File: config.mk
export PLATFORM = sky130hd
export DESIGN_NAME = vga_pixel_pipe_flat
export DESIGN_NICKNAME = d
export VERILOG_FILES = /design/src/rtl/vga_pixel_pipe_pkg.sv /design/src/rtl/vga_pixel_pipe_if.sv /design/src/rtl/vga_pixel_pipe_delay_line.sv /design/src/rtl/vga_pixel_pipe.sv /design/src/flat_wrapper.sv
export SDC_FILE = /design/constraint.sdc
export NUM_CORES = 1
export LEC_CHECK = 0
export CORE_ASPECT_RATIO = 0.75
export CORE_MARGIN = 1
export CORE_UTILIZATION = 40
export CTS_BUF_LIST = sky130_fd_sc_hd__clkbuf_16
export DETAILED_ROUTE_END_ITERATION = 8
export HOLD_SLACK_MARGIN = 0.05
export PLACE_DENSITY = 0.67
export REMOVE_ABC_BUFFERS = 1
export SLEW_MARGIN = 15
export SYNTH_ARGS = -nofsm -noshare
export SYNTH_HDL_FRONTEND = slang
export SYNTH_SLANG_ARGS = --single-unit
export TNS_END_PERCENT = 5
File: constraint.sdc
create_clock -name iClk -period 3.2 [get_ports iClk]
set_input_delay 0.48 -clock iClk [delete_from_list [all_inputs] [get_ports iClk]]
set_output_delay 0.48 -clock iClk [all_outputs]
set_load 0.01 [all_outputs]
File: src/rtl/vga_pixel_pipe_pkg.sv
// Shared VGA timing defaults, framebuffer geometry and the delay-line payload.
// Latency/backpressure: none here (declarations only).
package vga_pkg;

   localparam int H_VISIBLE    = 640;
   localparam int H_SYNC_START = 656;
   localparam int H_SYNC_END   = 752;
   localparam int H_TOTAL      = 800;
   localparam int V_VISIBLE    = 480;
   localparam int V_SYNC_START = 490;
   localparam int V_SYNC_END   = 492;
   localparam int V_TOTAL      = 525;

   localparam int DEF_SCALE_SHIFT = 1;
   localparam int FB_W  = H_VISIBLE >> DEF_SCALE_SHIFT;
   localparam int FB_H  = V_VISIBLE >> DEF_SCALE_SHIFT;
   localparam int RGB_W = 12;
   localparam int CH_W  = 4;

   function automatic int calc_addr_w(input int n);
      return (n <= 2) ? 1 : $clog2(n);
   endfunction

   typedef struct packed {
      logic             hs;
      logic             vs;
      logic             active;
      logic             frame_start;
      logic             synced;
      logic             enable;
      logic [RGB_W-1:0] bg;
   } pipe_t;

   localparam pipe_t PIPE_RST = '{hs: 1'b1, vs: 1'b1, active: 1'b0, frame_start: 1'b0,
                                  synced: 1'b0, enable: 1'b0, bg: '0};

endpackage

File: src/rtl/vga_pixel_pipe_if.sv
// Framebuffer read port: address/strobe out of the pipe, pixel data back in.
// Fixed-latency read, no backpressure.
interface vga_pixel_pipe_if
   import vga_pkg::*;
#(
   parameter int ADDR_W = 17
);
   logic [ADDR_W-1:0] oAddr;
   logic              oRdEn;
   logic [RGB_W-1:0]  iRdData;

   modport master (output oAddr, output oRdEn, input iRdData);
   modport slave  (input oAddr, input oRdEn, output iRdData);
endinterface

File: src/rtl/vga_pixel_pipe_delay_line.sv
// Generic reset-to-constant shift register; latency DEPTH cycles, no backpressure.
module vga_delay_line #(
   parameter int               WIDTH     = 1,
   parameter int               DEPTH     = 1,
   parameter logic [WIDTH-1:0] RESET_VAL = '0
) (
   input  logic             i_clk,
   input  logic             i_rst_n,
   input  logic [WIDTH-1:0] i_dat,
   output logic [WIDTH-1:0] o_dat
);
   logic [WIDTH-1:0] r_pipe [DEPTH];

   always_ff @(posedge i_clk or negedge i_rst_n) begin
      if (!i_rst_n) begin
         for (int i = 0; i < DEPTH; i++) r_pipe[i] <= RESET_VAL;
      end else begin
         r_pipe[0] <= i_dat;
         for (int i = 1; i < DEPTH; i++) r_pipe[i] <= r_pipe[i-1];
      end
   end

   assign o_dat = r_pipe[DEPTH-1];
endmodule

File: src/rtl/vga_pixel_pipe.sv
// Framebuffer fetch and RGB/sync output stage behind the VGA timing generator.
// Latency MEM_LAT+2 from counters to every output; free-running, no backpressure.
module vga_pixel_pipe
   import vga_pkg::*;
#(
   parameter int WIDTH       = H_VISIBLE,
   parameter int HEIGHT      = V_VISIBLE,
   parameter int SCALE_SHIFT = DEF_SCALE_SHIFT,
   parameter int MEM_LAT     = 2,
   parameter int ADDR_W      = calc_addr_w((WIDTH >> SCALE_SHIFT) * (HEIGHT >> SCALE_SHIFT))
) (
   input  logic             iClk,
   input  logic             iRstN,
   input  logic [9:0]       iCountH,
   input  logic [9:0]       iCountV,
   input  logic             iHS,
   input  logic             iVS,
   input  logic             iEnable,
   input  logic [RGB_W-1:0] iBgColor,
   vga_pixel_pipe_if.master fb,
   output logic [CH_W-1:0]  oRed,
   output logic [CH_W-1:0]  oGreen,
   output logic [CH_W-1:0]  oBlue,
   output logic             oHS,
   output logic             oVS,
   output logic             oFrameStart
);
   localparam int              L       = MEM_LAT + 2;
   localparam logic [9:0]      H_ACT   = 10'(WIDTH);
   localparam logic [9:0]      V_ACT   = 10'(HEIGHT);
   localparam logic [9:0]      H_LAST  = 10'(WIDTH - 1);
   localparam logic [9:0]      V_MASK  = 10'((1 << SCALE_SHIFT) - 1);
   localparam logic [ADDR_W-1:0] FB_STEP = ADDR_W'(WIDTH >> SCALE_SHIFT);

   logic              w_frame_start;
   logic              w_active;
   logic              w_synced;
   logic              w_enable;
   logic [RGB_W-1:0]  w_bg;
   logic [RGB_W-1:0]  w_rgb;
   pipe_t             w_pipe_in;
   pipe_t             w_pipe_out;

   logic              r_synced;
   logic              r_enable;
   logic [RGB_W-1:0]  r_bg;
   logic [ADDR_W-1:0] r_line_base;

   // The frame-start cycle already sees the freshly loaded shadow values.
   always_comb begin
      w_frame_start = (iCountH == '0) && (iCountV == '0);
      w_active      = (iCountH < H_ACT) && (iCountV < V_ACT);
      w_synced      = w_frame_start ? 1'b1     : r_synced;
      w_enable      = w_frame_start ? iEnable  : r_enable;
      w_bg          = w_frame_start ? iBgColor : r_bg;
      w_pipe_in     = '{hs: iHS, vs: iVS, active: w_active, frame_start: w_frame_start,
                        synced: w_synced, enable: w_enable, bg: w_bg};
   end

   always_ff @(posedge iClk or negedge iRstN) begin
      if (!iRstN) begin
         r_synced    <= 1'b0;
         r_enable    <= 1'b0;
         r_bg        <= '0;
         r_line_base <= '0;
         fb.oAddr    <= '0;
         fb.oRdEn    <= 1'b0;
      end else begin
         r_synced <= w_synced;
         r_enable <= w_enable;
         r_bg     <= w_bg;
         // Each framebuffer row is reused for 2^SCALE_SHIFT output lines.
         if (iCountV >= V_ACT)
            r_line_base <= '0;
         else if ((iCountH == H_LAST) && ((iCountV & V_MASK) == V_MASK))
            r_line_base <= r_line_base + FB_STEP;
         fb.oAddr <= r_line_base + ADDR_W'(iCountH >> SCALE_SHIFT);
         fb.oRdEn <= w_active && w_synced && w_enable;
      end
   end

   // One stage short of L: the output register supplies the last cycle.
   vga_delay_line #(
      .WIDTH     ($bits(pipe_t)),
      .DEPTH     (L - 1),
      .RESET_VAL (PIPE_RST)
   ) u_delay (
      .i_clk   (iClk),
      .i_rst_n (iRstN),
      .i_dat   (w_pipe_in),
      .o_dat   (w_pipe_out)
   );

   always_comb begin
      w_rgb = '0;
      if (w_pipe_out.active && w_pipe_out.synced)
         w_rgb = w_pipe_out.enable ? fb.iRdData : w_pipe_out.bg;
   end

   always_ff @(posedge iClk or negedge iRstN) begin
      if (!iRstN) begin
         oRed        <= '0;
         oGreen      <= '0;
         oBlue       <= '0;
         oHS         <= 1'b1;
         oVS         <= 1'b1;
         oFrameStart <= 1'b0;
      end else begin
         {oRed, oGreen, oBlue} <= w_rgb;
         oHS                   <= w_pipe_out.hs;
         oVS                   <= w_pipe_out.vs;
         oFrameStart           <= w_pipe_out.frame_start;
      end
   end
endmodule

File: src/flat_wrapper.sv
// flat-port wrapper written by rule: the top's interface ports become plain ports
module vga_pixel_pipe_flat import vga_pkg::*;
#(
   parameter int WIDTH       = H_VISIBLE,
   parameter int HEIGHT      = V_VISIBLE,
   parameter int SCALE_SHIFT = DEF_SCALE_SHIFT,
   parameter int MEM_LAT     = 2,
   parameter int ADDR_W      = calc_addr_w((WIDTH >> SCALE_SHIFT) * (HEIGHT >> SCALE_SHIFT))
)
  (iClk, iRstN, iCountH, iCountV, iHS, iVS, iEnable, iBgColor, oRed, oGreen, oBlue, oHS, oVS, oFrameStart, fb_oAddr, fb_oRdEn, fb_iRdData);
  vga_pixel_pipe_if #(.ADDR_W(ADDR_W)) fb_i ();
  input  logic iClk;
  input  logic iRstN;
  input  logic [9:0] iCountH;
  input  logic [9:0] iCountV;
  input  logic iHS;
  input  logic iVS;
  input  logic iEnable;
  input  logic [RGB_W-1:0] iBgColor;
  output logic [CH_W-1:0] oRed;
  output logic [CH_W-1:0] oGreen;
  output logic [CH_W-1:0] oBlue;
  output logic oHS;
  output logic oVS;
  output logic oFrameStart;
  output wire logic [$bits(fb_i.oAddr)-1:0] fb_oAddr;
  output wire logic [$bits(fb_i.oRdEn)-1:0] fb_oRdEn;
  input wire logic [$bits(fb_i.iRdData)-1:0] fb_iRdData;
  assign fb_oAddr = fb_i.oAddr;
  assign fb_oRdEn = fb_i.oRdEn;
  assign fb_i.iRdData = fb_iRdData;
  vga_pixel_pipe #(.WIDTH(WIDTH), .HEIGHT(HEIGHT), .SCALE_SHIFT(SCALE_SHIFT), .MEM_LAT(MEM_LAT), .ADDR_W(ADDR_W)) u_core (.iClk(iClk), .iRstN(iRstN), .iCountH(iCountH), .iCountV(iCountV), .iHS(iHS), .iVS(iVS), .iEnable(iEnable), .iBgColor(iBgColor), .fb(fb_i), .oRed(oRed), .oGreen(oGreen), .oBlue(oBlue), .oHS(oHS), .oVS(oVS), .oFrameStart(oFrameStart));
endmodule
# --- Yosys cells after proc, flatten, opt, wreduce, memory -nomap -nowiden ---
# Cells that the tools add are included.
op_classes:
  n_addsub: 2
  mul: 0
  n_div: 0
  n_lt_le_gt_ge: 3
  n_eq_ne: 1
  shifts: 0
  muxes: 7
  bitwise: 0
  reduce_logical: 9
op_table:
  columns: ["cell", "n"]
  rows:
  - ["$mux 12", 3]
  - ["$mux 17", 2]
  - ["$logic_not 10->1", 2]
  - ["$add 17x9->17", 1]
  - ["$add 17x9->17 const B", 1]
  - ["$eq 10x10->1 const B", 1]
  - ["$ge 10x9->1 const B", 1]
  - ["$lt 10x10->1 const B", 1]
  - ["$lt 10x9->1 const B", 1]
  - ["$logic_and 1x1->1", 6]
  - ["$mux 1", 2]
  - ["$reduce_bool 2->1", 1]
word_totals:
  register_bits: 118
  latch_bits: 0
  mem_bits_rw: 0
  mem_bits_ro: 0
  input_bits: 49
  elab_cells: 37
  memories: 0

# --- Logic depth before layout (Yosys ltp) ---
logic_depth:
  ltp_word: 5
  ltp_mapped: 5
  ltp_nobuf: 5

# --- Hierarchy ---
# Synthesis repeated with hierarchy kept, for this count alone.
unflattened:
  hier_cells: 271
  area_unflattened_um2: 3910.0
modules_own_cells:
  columns: ["module", "n_inst", "cells_per_inst", "area_each_um2", "seq_area_each_um2"]
  rows:
  - ["vga_pixel_pipe", 1, 199, 2416.1, 1453.9]
  - ["vga_delay_line", 1, 72, 1493.9, 1358.8]

# --- Worst setup path before layout ---
# Ideal clock, no wire load.
synth_timing:
  kind: "in2reg"
  startpoint: "in iCountH[4]"
  endpoint: "reg u_core.r_bg[0]"
  setup_ps: 125
  arrival_ps: 2059
  setup_slack_ps: 1016
  path_stages: 5
  path_buffers: 1
  cell_sequence: "or4_1 -> or4_4 -> nor2_4 -> buf_12 -> mux2_4"
synth_between:
  elab_chain_cells: 3
synth_lines:
  columns: ["element", "line_no", "rtl"]
  rows:
  - ["start: declaration", "flat_wrapper.sv:14", "input logic [9:0] iCountH;"]
  - ["$logic_not 10->1", "vga_pixel_pipe.sv:51", "w_frame_start = (iCountH == '0) && (iCountV == '0);"]
  - ["$logic_and 1x1->1", "vga_pixel_pipe.sv:51", null]
  - ["named net u_core.u_delay.i_dat[14]", "vga_pixel_pipe_delay_line.sv:9", "input logic [WIDTH-1:0] i_dat,"]
  - ["$mux 12", "vga_pixel_pipe.sv:55", "w_bg = w_frame_start ? iBgColor : r_bg;"]
  - ["end signal: assignment", "vga_pixel_pipe.sv:71", "r_bg <= w_bg;"]
  - ["end: declaration", "vga_pixel_pipe.sv:46", "logic [RGB_W-1:0] r_bg;"]
# The timed path passes the listed nets, and every way through them passes these cells.
# A chain may end at the register's enable or synchronous reset.

# --- Worst setup path in the final report ---
layout_timing:
  startpoint: "in iCountH[4]"
  endpoint: "reg u_core.r_bg[10]"
layout_between:
  elab_chain_cells: 3
layout_lines:
  columns: ["element", "line_no"]
  rows:
  - ["$logic_not 10->1", "vga_pixel_pipe.sv:51"]
  - ["$logic_and 1x1->1", "vga_pixel_pipe.sv:51"]
  - ["$mux 12", "vga_pixel_pipe.sv:55"]
# Every way passes these cells.

==> run summary <==
CP max FO: 16
worst path required time: 3.41 ns
largest cells by area after synthesis: dfrtp_1, dfstp_2, mux2i_1
YS warnings: 0
part of the cycle the worst path needs: 74.3%
post-cts repair resize count: 0
Final #Nets: 370
slew margin rel.: 48.2%
DIE HEIGHT: 82.5 um
number of DRC markers in iteration 0: 92
Layout area overhead: 34.5%
Pre-Repair DR Iteration Count: 4
setup bufs post-CTS: 0
# setup viols final: 0
Routed WL: 6020 um
Seq pwr share: 51.5%
min Tclk post-route: 2.38 ns
pin count of the biggest net entering global routing: 65
Mapped Cells: 236
most frequent cell after synthesis: dfrtp_1
RSZ-0062 raised after global routing: false
Seq/Total Area, Yosys: 71.3%
outcome: finished, final reports clean
DIE AREA: 0.00901 mm2
Max VDD drop: 0.276 mV
Clock Path Buffers: 2
DR WL met3: 315 um
crit start category: input port
Antenna Cells: 0
DR top layer: met4
number of synthesized flops with an enable pin: 0
Sw Share: 20.7%
hold buffer count at CTS: 0
Crit Path Class: in -> reg
commonest cells in the netlist: dfrtp_1, nor2_1, mux2i_1
Post-Synthesis Cell Area: 0.00345 mm2
GRT Total Usage: 14.5%
Yosys top cell by area: dfrtp_1
grt ovf: 0
share of cells above drive strength 1: 13.7%
first-pass GRT wire length: 9610 um
Sw Pwr: 0.000507 W
Vias: 2011
H-Tree Depth: 3
Yosys top cell area share: 65.2%
total power: 0.00245 W
Power Density: 527 mW/mm2
Site Rows: 28
fraction of registers with async set/reset: 100%
post-synthesis register bit count: 98
syn avg cell area: 14.6 um2
I/O pin cnt: 82
Initial Util: 42.5%
Logic pwr share: 4.9%
vias in the first global route: 1993
Sink Count: 98
Leakage: 2.01 nW
clk slew on worst S/H paths: 0.07 ns
pin slew with the least headroom to its limit: 0.776 ns
Worst setup EP type: flop
Final Hold Viols: 0
Main synth FF type: dfrtp_1
Port-buffer cells: 81
Root Driver: clkbuf_16
clock network power share: 43.6%
Int Pwr: 0.00194 W
M1 WL: 2870 um
Worst Hold Class: in -> async
vias per cell: 4.71
gpl congestion: 0.807
chip width: 109 um
Worst Skew: 0.00537 ns
DRC viols: 0
initial antenna violation count: 0
CTS tree: yes
Worst Path Arrival: 2.59 ns
Fmax: 421 MHz
CTS buffer count: 9
Max Slew Vio Count: 0
wire length on met2: 2800 um
# fillers: 663
max-cap violation count: 0
post-DR wirelength/cell: 14.1 um
antenna-violating nets left: 0
post-route setup TNS: 0 ns
Final HPWL DP: 4190 um
Synth cell types: 33
clock insertion delay at the later pin of the skew report: 0.33 ns
Core Region: 0.00813 mm2
-- final cells by class --
| class | count | area, um2 | share of cell area [%] |
|---|---|---|---|
| multi-input cells | 123 | 911 | 19.6 |
| clock buffers | 9 | 225 | 4.85 |
| clock inverters | 7 | 77.6 | 1.67 |
| well taps | 105 | 131 | 2.83 |
| flip-flops and latches | 98 | 2460 | 53.0 |
| repair buffers | 84 | 831 | 17.9 |
| inverters | 1 | 3.75 | 0.0809 |
-- sequential cells by signal (all words and copies together) (netlist names), 4 cells and up --
register	count
u_core.r_bg	11
u_core.fb.oAddr	17
u_core.oRed	4
u_core.oGreen	4
u_core.u_delay.r_pipe	25
u_core.u_delay.o_dat	18
u_core.r_line_base	11
u_core.oBlue	4
-- cells by family after synthesis --
group	share of synthesized area, %
AOI/OAI and AO/OA	3.26
adders and majority gates	1.45
xor gates and xnor gates	3.55
buffers and inverters	2.28
muxes	9.06
and+or+nand+nor	9.06
DFF	71.3
-- per-stage QoR --
step	area [um2]	util [%]	std cells	worst slack, ns	hold slack (ns)
2_1_floorplan	3380	-	222	0.940	0.184
3_3_place_gp	4340	53.4	411	0.497	0.331
3_5_place_dp	4340	53.4	411	0.466	0.335
4_1_cts	4640	57.1	427	0.823	0.251
5_1_grt	4640	57.1	427	0.759	0.291
6_report	4640	57.1	427	0.822	0.239
-- routing by layer --
layer | vias up | global-route usage (%)
met5 | - | 0
met4 | 0 | 3.60
met3 | 4 | 5.02
met2 | 49 | 23.2
met1 | 990 | 19.0
li1 | 968 | -
-- final timing paths --
kind | cells past startpoint | from | end | slack (ns)
max in group asynchronous | 2 | iRstN | u_core.r_bg[9] | 2.23
min in group iClk | 0 | u_core.u_delay.r_pipe[32] | u_core.u_delay.o_dat[14] | 0.35
min reg2reg | 0 | u_core.u_delay.r_pipe[32] | u_core.u_delay.o_dat[14] | 0.35
max | 6 | iCountH[4] | u_core.r_bg[10] | 0.82
max reg2reg | 4 | u_core.r_line_base[6] | u_core.r_line_base[15] | 1.35
min | 1 | iRstN | u_core.oGreen[2] | 0.24
-- worst max-delay path: stages --
cell,delay [ns]
clkdlybuf4s50_1,0.43
or4_1,0.52
or4_4,0.44
nor2_4,0.08
buf_4,0.26
mux2_2,0.37
-- cell usage in the layout, fill, tap and decap left out, drive strengths merged, types with 2 or more instances in the layout --
cell            n
mux2i          14
dfstp           8
nor4            5
clkinvlp        2
inv             5
nand3           8
o31ai           2
or2             2
nor2           19
or3             4
ha              4
clkdlybuf4s50  80
o21ai           7
mux2           13
or4             6
nand4           3
xnor2          12
a21oi           9
dfrtp          90
nand2           7
xor2            2
clkbuf          9
buf             4
-- power groups by stage --
stage | Sequential (W) | Clock, W | Combinational (W)
after CTS | 0.00126 | 0.00110 | 0.000123
after global routing | 0.00126 | 0.00115 | 0.000132
after floorplan | 0.00129 | 0 | 0.0000103
after global placement | 0.00128 | 0 | 0.000121
after detailed placement | 0.00128 | 0 | 0.000122
final | 0.00126 | 0.00107 | 0.000120
No activity file was read; power rests on OpenSTA's default activity.
